[config.mk]
export PLATFORM = sky130hd
export DESIGN_NAME = spi_receiver_flat
export DESIGN_NICKNAME = d
export VERILOG_FILES = /design/src/rtl/spi_receiver_if.sv /design/src/rtl/spi_receiver.sv /design/src/flat_wrapper.sv
export SDC_FILE = /design/constraint.sdc
export NUM_CORES = 1
export LEC_CHECK = 0
export CORE_MARGIN = 2
export CORE_UTILIZATION = 54
export DETAILED_ROUTE_END_ITERATION = 8
export GPL_TIMING_DRIVEN = 0
export PLACE_DENSITY = 0.87
export SYNTH_ARGS = -nofsm -noshare
export SYNTH_HDL_FRONTEND = slang
export SYNTH_SLANG_ARGS = --single-unit
[constraint.sdc]
create_clock -name CLK_100MHz -period 2.1 [get_ports CLK_100MHz]
set_input_delay 0.63 -clock CLK_100MHz [delete_from_list [all_inputs] [get_ports CLK_100MHz]]
set_output_delay 0.63 -clock CLK_100MHz [all_outputs]
set_load 0.01 [all_outputs]
[src/rtl/spi_receiver_if.sv]
// Pin and handshake bundle for spi_receiver: SPI wires from the controller
// plus the parallel byte output with its VALID/ACK handshake and status flags.
interface spi_receiver_if;
   logic       SCK;
   logic       SDI;
   logic       CSX;
   logic [7:0] OUT;
   logic       VALID;
   logic       ACK;
   logic       BUSY;
   logic       OVERRUN;
   logic       FRAME_ERR;

   modport slave (
      input  SCK, SDI, CSX, ACK,
      output OUT, VALID, BUSY, OVERRUN, FRAME_ERR
   );

   modport master (
      output SCK, SDI, CSX, ACK,
      input  OUT, VALID, BUSY, OVERRUN, FRAME_ERR
   );
endinterface

[src/rtl/spi_receiver.sv]
// SPI mode-0 peripheral receiver: oversamples SCK/SDI/CSX on CLK_100MHz and
// delivers completed bytes through a single-entry VALID/ACK holding register.
module spi_receiver #(
   parameter int SYNC_STAGES = 2,
   parameter bit MSB_FIRST   = 1'b1
) (
   input  logic          CLK_100MHz,
   input  logic          RST_N,
   spi_receiver_if.slave bus
);

   typedef enum logic {IDLE, RECEIVE} state_t;

   localparam int LAST = SYNC_STAGES - 1;

   logic [SYNC_STAGES-1:0] sck_sync;
   logic [SYNC_STAGES-1:0] sdi_sync;
   logic [SYNC_STAGES-1:0] csx_sync;
   logic                   sck_prev;
   logic                   csx_prev;

   state_t     state_q, state_d;
   logic [2:0] cnt_q, cnt_d;
   logic [7:0] shift_q, shift_d;
   logic [7:0] out_q, out_d;
   logic       valid_q, valid_d;
   logic       ovr_q, ovr_d;
   logic       ferr_q, ferr_d;

   logic       sck_rise;
   logic       csx_fall;
   logic       csx_rise;
   logic       sdi_s;
   logic [7:0] shifted;

   // CSX flops reset to 0 (asserted) so a CSX held low through reset never looks like a frame start.
   always_ff @(posedge CLK_100MHz) begin
      if (!RST_N) begin
         sck_sync <= '0;
         sdi_sync <= '0;
         csx_sync <= '0;
         sck_prev <= 1'b0;
         csx_prev <= 1'b0;
      end else begin
         sck_sync <= {sck_sync[SYNC_STAGES-2:0], bus.SCK};
         sdi_sync <= {sdi_sync[SYNC_STAGES-2:0], bus.SDI};
         csx_sync <= {csx_sync[SYNC_STAGES-2:0], bus.CSX};
         sck_prev <= sck_sync[LAST];
         csx_prev <= csx_sync[LAST];
      end
   end

   assign sck_rise = sck_sync[LAST] & ~sck_prev;
   assign csx_fall = ~csx_sync[LAST] & csx_prev;
   assign csx_rise = csx_sync[LAST] & ~csx_prev;
   assign sdi_s    = sdi_sync[LAST];
   assign shifted  = MSB_FIRST ? {shift_q[6:0], sdi_s} : {sdi_s, shift_q[7:1]};

   always_ff @(posedge CLK_100MHz) begin
      if (!RST_N) begin
         state_q <= IDLE;
         cnt_q   <= 3'd0;
         shift_q <= 8'h00;
         out_q   <= 8'h00;
         valid_q <= 1'b0;
         ovr_q   <= 1'b0;
         ferr_q  <= 1'b0;
      end else begin
         state_q <= state_d;
         cnt_q   <= cnt_d;
         shift_q <= shift_d;
         out_q   <= out_d;
         valid_q <= valid_d;
         ovr_q   <= ovr_d;
         ferr_q  <= ferr_d;
      end
   end

   // ACK is applied first so a byte completing in the same cycle re-asserts VALID without flagging overrun.
   always_comb begin
      state_d = state_q;
      cnt_d   = cnt_q;
      shift_d = shift_q;
      out_d   = out_q;
      valid_d = valid_q;
      ovr_d   = ovr_q;
      ferr_d  = ferr_q;

      if (bus.ACK && valid_q) begin
         valid_d = 1'b0;
         ovr_d   = 1'b0;
      end

      case (state_q)
         IDLE: begin
            if (csx_fall) begin
               state_d = RECEIVE;
               cnt_d   = 3'd0;
               shift_d = 8'h00;
               ferr_d  = 1'b0;
            end
         end
         RECEIVE: begin
            if (csx_rise) begin
               state_d = IDLE;
               cnt_d   = 3'd0;
               shift_d = 8'h00;
               if (cnt_q != 3'd0) begin
                  ferr_d = 1'b1;
               end
            end else if (sck_rise) begin
               cnt_d   = cnt_q + 3'd1;
               shift_d = shifted;
               if (cnt_q == 3'd7) begin
                  out_d   = shifted;
                  valid_d = 1'b1;
                  if (valid_q && !bus.ACK) begin
                     ovr_d = 1'b1;
                  end
               end
            end
         end
         default: state_d = IDLE;
      endcase
   end

   assign bus.OUT       = out_q;
   assign bus.VALID     = valid_q;
   assign bus.BUSY      = (state_q == RECEIVE);
   assign bus.OVERRUN   = ovr_q;
   assign bus.FRAME_ERR = ferr_q;

endmodule

[src/flat_wrapper.sv]
// flat-port wrapper written by rule: the top's interface ports become plain ports
module spi_receiver_flat 
#(
   parameter int SYNC_STAGES = 2,
   parameter bit MSB_FIRST   = 1'b1
)
  (CLK_100MHz, RST_N, bus_SCK, bus_SDI, bus_CSX, bus_ACK, bus_OUT, bus_VALID, bus_BUSY, bus_OVERRUN, bus_FRAME_ERR);
  spi_receiver_if bus_i ();
  input  logic CLK_100MHz;
  input  logic RST_N;
  input wire logic [$bits(bus_i.SCK)-1:0] bus_SCK;
  input wire logic [$bits(bus_i.SDI)-1:0] bus_SDI;
  input wire logic [$bits(bus_i.CSX)-1:0] bus_CSX;
  input wire logic [$bits(bus_i.ACK)-1:0] bus_ACK;
  output wire logic [$bits(bus_i.OUT)-1:0] bus_OUT;
  output wire logic [$bits(bus_i.VALID)-1:0] bus_VALID;
  output wire logic [$bits(bus_i.BUSY)-1:0] bus_BUSY;
  output wire logic [$bits(bus_i.OVERRUN)-1:0] bus_OVERRUN;
  output wire logic [$bits(bus_i.FRAME_ERR)-1:0] bus_FRAME_ERR;
  assign bus_i.SCK = bus_SCK;
  assign bus_i.SDI = bus_SDI;
  assign bus_i.CSX = bus_CSX;
  assign bus_i.ACK = bus_ACK;
  assign bus_OUT = bus_i.OUT;
  assign bus_VALID = bus_i.VALID;
  assign bus_BUSY = bus_i.BUSY;
  assign bus_OVERRUN = bus_i.OVERRUN;
  assign bus_FRAME_ERR = bus_i.FRAME_ERR;
  spi_receiver #(.SYNC_STAGES(SYNC_STAGES), .MSB_FIRST(MSB_FIRST)) u_core (.CLK_100MHz(CLK_100MHz), .RST_N(RST_N), .bus(bus_i));
endmodule
==> run_summary.xml <==
<?xml version="1.0" encoding="UTF-8"?>
<metrics>
  <group name="status">
    <metric name="run_status" unit="">finished, final reports clean</metric>
  </group>
  <group name="timing">
    <metric name="report.final.hold_viol_count" unit="">0</metric>
    <metric name="fmax" unit="MHz">504</metric>
    <metric name="setup_viol" unit="">0</metric>
    <metric name="period_needed" unit="ns">1.98</metric>
    <metric name="setup_total_negative_slack" unit="ns">0</metric>
    <metric name="final_min_period_over_clock_period" unit="">0.944</metric>
    <metric name="whs" unit="ns">0.443</metric>
    <metric name="final-max-slew-violation-count" unit="">0</metric>
    <metric name="rsz0062_at_grt" unit="">no</metric>
    <metric name="maxSlewHeadroom" unit="">0.697</metric>
    <metric name="skew" unit="ns">0.00369</metric>
    <metric name="worst_pin_slew" unit="ns">0.451</metric>
  </group>
  <group name="setup_path">
    <metric name="setup.worst_path.start_class" unit="">register</metric>
    <metric name="timing.critical_path.fanout_max" unit="">7</metric>
    <metric name="timing.reg2reg.worst_path_depth" unit="">5</metric>
    <metric name="number_of_cells_on_the_critical_path" unit="">1</metric>
    <metric name="path_cells" unit="">clkdlybuf4s50_1</metric>
    <metric name="critical_path_class" unit="">register to output pin</metric>
    <metric name="crit_path_top_delay_cell" unit="">clkdlybuf4s50_1</metric>
    <metric name="critical_path_required" unit="ns">1.47</metric>
    <metric name="cpPeakStageDelay" unit="ns">0.59</metric>
    <metric name="worst-endpoint-arrival" unit="ns">1.35</metric>
    <metric name="path_delay_family" unit="">buffers and inverters</metric>
    <metric name="worstPathBufferInverterCount" unit="">1</metric>
    <metric name="setup.worst_path.end_class" unit="">output pin</metric>
  </group>
  <group name="synth">
    <metric name="synth_sequential_area_ratio" unit="">0.538</metric>
    <metric name="synth_top_area_cell" unit="">dfxtp_1</metric>
    <metric name="post_synth_and_or_nand_nor_area_fraction" unit="">0.191</metric>
    <metric name="largest_family_of_logic_cells_by_synthesized_area" unit="">simple AND/OR/NAND/NOR gates</metric>
    <metric name="synth_cells" unit="">108</metric>
    <metric name="yosys-top-cells-area" unit="">dfxtp_1 54%, nand2_1 8.4%, o32ai_1 7.8%</metric>
    <metric name="synth_async_sr_flop_share" unit="">0</metric>
    <metric name="avgSynthCellArea" unit="sq um">10.3</metric>
    <metric name="post_synthesis_compound_gate_area_fraction" unit="">0.128</metric>
    <metric name="synthesis.area" unit="sq mm">0.00112</metric>
    <metric name="syn-num-nets" unit="">117</metric>
    <metric name="synth_top_flop_cell" unit="">dfxtp_1</metric>
    <metric name="adder_cell_share_of_the_synthesized_area" unit="">0.0336</metric>
    <metric name="post_synth_xor_area_fraction" unit="">0</metric>
    <metric name="post_synthesis_cell_type_count" unit="">26</metric>
    <metric name="synth.top_cell.area_share" unit="">0.538</metric>
    <metric name="synth.mux.area_fraction" unit="">0.0717</metric>
    <metric name="synth-warning-count" unit="">0</metric>
    <metric name="synth.ff_latch_count" unit="">30</metric>
    <metric name="edff_count_synth" unit="">0</metric>
  </group>
  <group name="finish">
    <metric name="drive_gt1_frac" unit="">0.106</metric>
    <metric name="diodes" unit="">0</metric>
    <metric name="final_common_cell" unit="">dfxtp_1</metric>
    <metric name="final_std_cell_area_no_fill" unit="sq mm">0.00137</metric>
    <metric name="fin_util" unit="">0.699</metric>
    <metric name="syn_to_final_growth" unit="%">22.7</metric>
    <metric name="filler_cell_count" unit="">167</metric>
    <metric name="instances_no_fill" unit="">159</metric>
    <metric name="final_nets" unit="">140</metric>
    <metric name="leading_cell_types_in_the_layout_fill_and_taps_excluded" unit="">30 x dfxtp_1, 25 x nand2_1, 16 x clkdlybuf4s50_1</metric>
  </group>
  <group name="placement">
    <metric name="place_area" unit="sq mm">0.00131</metric>
    <metric name="port_buffers" unit="">16</metric>
    <metric name="dp_cell_count" unit="">151</metric>
    <metric name="final_weighted_congestion_of_routability_driven_global_placement" unit="">0.778</metric>
    <metric name="dp_hpwl" unit="mm">1.43</metric>
  </group>
  <group name="run">
    <metric name="drv_cap" unit="">0</metric>
  </group>
  <group name="floorplanning">
    <metric name="horizontal_die_dimension" unit="microns">49.5</metric>
    <metric name="rows" unit="">16</metric>
    <metric name="design.die.area" unit="sq mm">0.00245</metric>
    <metric name="die_h" unit="microns">49.5</metric>
    <metric name="fp.coreArea" unit="sq mm">0.00196</metric>
    <metric name="number_of_i_o_pins" unit="">18</metric>
    <metric name="initial_core_util" unit="">0.570</metric>
  </group>
  <group name="power">
    <metric name="seqPwrFrac" unit="">0.605</metric>
    <metric name="power.static_leakage" unit="nW">0.545</metric>
    <metric name="power.switching" unit="W">0.000202</metric>
    <metric name="clockPowerShare" unit="">0.356</metric>
    <metric name="p_sw_frac" unit="">0.210</metric>
    <metric name="peak_supply_drop" unit="mV">0.519</metric>
    <metric name="comb_power_share" unit="">0.039</metric>
    <metric name="power_density" unit="mW/mm^2">698</metric>
    <metric name="internal_power" unit="W">0.000756</metric>
  </group>
  <group name="hold_path">
    <metric name="hold-path-cell-count" unit="">1</metric>
    <metric name="worst_hold_class" unit="">register to register</metric>
  </group>
  <group name="global_routing">
    <metric name="grt_start_max_net_pins" unit="">11</metric>
    <metric name="grt.overflow.total" unit="">0</metric>
    <metric name="globalRouteTotalUtil" unit="">0.181</metric>
    <metric name="first_global_vias" unit="">774</metric>
    <metric name="grt_antenna_before_repair" unit="">0</metric>
    <metric name="grt_first_pass_wirelength" unit="mm">3.33</metric>
  </group>
  <group name="clock_tree">
    <metric name="post_cts_resized" unit="">0</metric>
    <metric name="tritoncts_clock_tree" unit="">built</metric>
    <metric name="cts_hold_buffers" unit="">0</metric>
    <metric name="clock_slew_at_reported_path_ffs" unit="ns">0.08</metric>
    <metric name="clk_path_buf_depth" unit="">2</metric>
    <metric name="clock_sink_count" unit="">30</metric>
    <metric name="htree_num_levels" unit="">2</metric>
    <metric name="clock_latency" unit="ns">0.32</metric>
    <metric name="cts_bufs_inserted" unit="">5</metric>
    <metric name="cts_post_setup_buffers_inserted" unit="">0</metric>
    <metric name="root_buffer" unit="">clkbuf_4</metric>
  </group>
  <group name="drt">
    <metric name="dr_total_vias" unit="">870</metric>
    <metric name="initialDrtViolationCount" unit="">10</metric>
    <metric name="postRouteWirelength" unit="mm">2.01</metric>
    <metric name="wl_per_cell" unit="microns">12.7</metric>
    <metric name="detail_route.first_pass.iterations" unit="">4</metric>
    <metric name="drc" unit="">0</metric>
    <metric name="drt-vias-per-instance" unit="">5.47</metric>
    <metric name="post_drt_antenna_nets" unit="">0</metric>
  </group>
</metrics>
flip-flops by register name, indices dropped and copies added (netlist names), named ones only:
signal                cells
u_core.bus.OUT            8
u_core.shift_q            7
u_core.cnt_q              3
u_core.csx_sync           2
u_core.sck_sync           2
u_core.sdi_sync           2
u_core.bus.BUSY           1
u_core.bus.FRAME_ERR      1
u_core.bus.VALID          1
u_core.csx_prev           1
u_core.sck_prev           1
synth_stat cells (all sizes together) (2+ instances only):
library cell / number
mux2i: 8
nand2: 25
o32ai: 10
ha: 3
inv: 2
and2: 8
dfxtp: 30
clkbuf: 2
nand2b: 4
buf: 3
a21boi: 4
metal layers:
layer | up-vias | wire length, microns | track usage
met5 | - | 0 | 0
met4 | 0 | 0 | 0.0694
met3 | 0 | 103 | 0.0758
met2 | 21 | 1020 | 0.300
met1 | 424 | 890 | 0.208
li1 | 425 | - | -
stage by stage:
| stage | setup WS (ns) | power [W] |
|---|---|---|
| finish | 0.117 | 0.000958 |
| global route | 0.0349 | 0.00101 |
| CTS | 0.0929 | 0.000970 |
| detailed placement | 0.460 | 0.000630 |
| global placement | 0.481 | 0.000628 |
| floorplan | 0.832 | 0.000615 |
cells by family after synthesis:
logic type,count (synthesis)
buffers and inverters,7
adders and majority gates,3
DFF,30
AOI/OAI and AO/OA,17
muxes,8
and+or+nand+nor,43
final timing paths:
| path | slack (ns) | from | endpoint |
|---|---|---|---|
| setup / recovery | 0.12 | u_core.bus.BUSY | bus_BUSY |
| hold / removal | 0.44 | u_core.sck_sync[0] | u_core.sck_sync[1] |
| setup reg to reg | 0.84 | u_core.cnt_q[0] | u_core.bus.OUT[2] |
| hold reg to reg | 0.44 | u_core.sck_sync[0] | u_core.sck_sync[1] |
power by group through the flow:
stage	combinational [W]	clock, W	sequential [W]
after global placement	0.0000360	0	0.000592
after detailed placement	0.0000371	0	0.000593
final	0.0000374	0.000341	0.000579
after global routing	0.0000411	0.000393	0.000580
after floorplan	0.0000227	0	0.000592
after CTS	0.0000375	0.000353	0.000579
layout make-up:
class,instances,area [sq um],share of cell area
clock inverter,1,5.00,0.00365
clock buffer,7,55.1,0.0401
sequential,30,601,0.438
tap,27,33.8,0.0246
inverter,2,7.51,0.00547
timing repair buffer,16,160,0.117
multi-input combinational,71,474,0.346
buffer,5,35.0,0.0255
No activity file was read; power rests on OpenSTA's default activity.
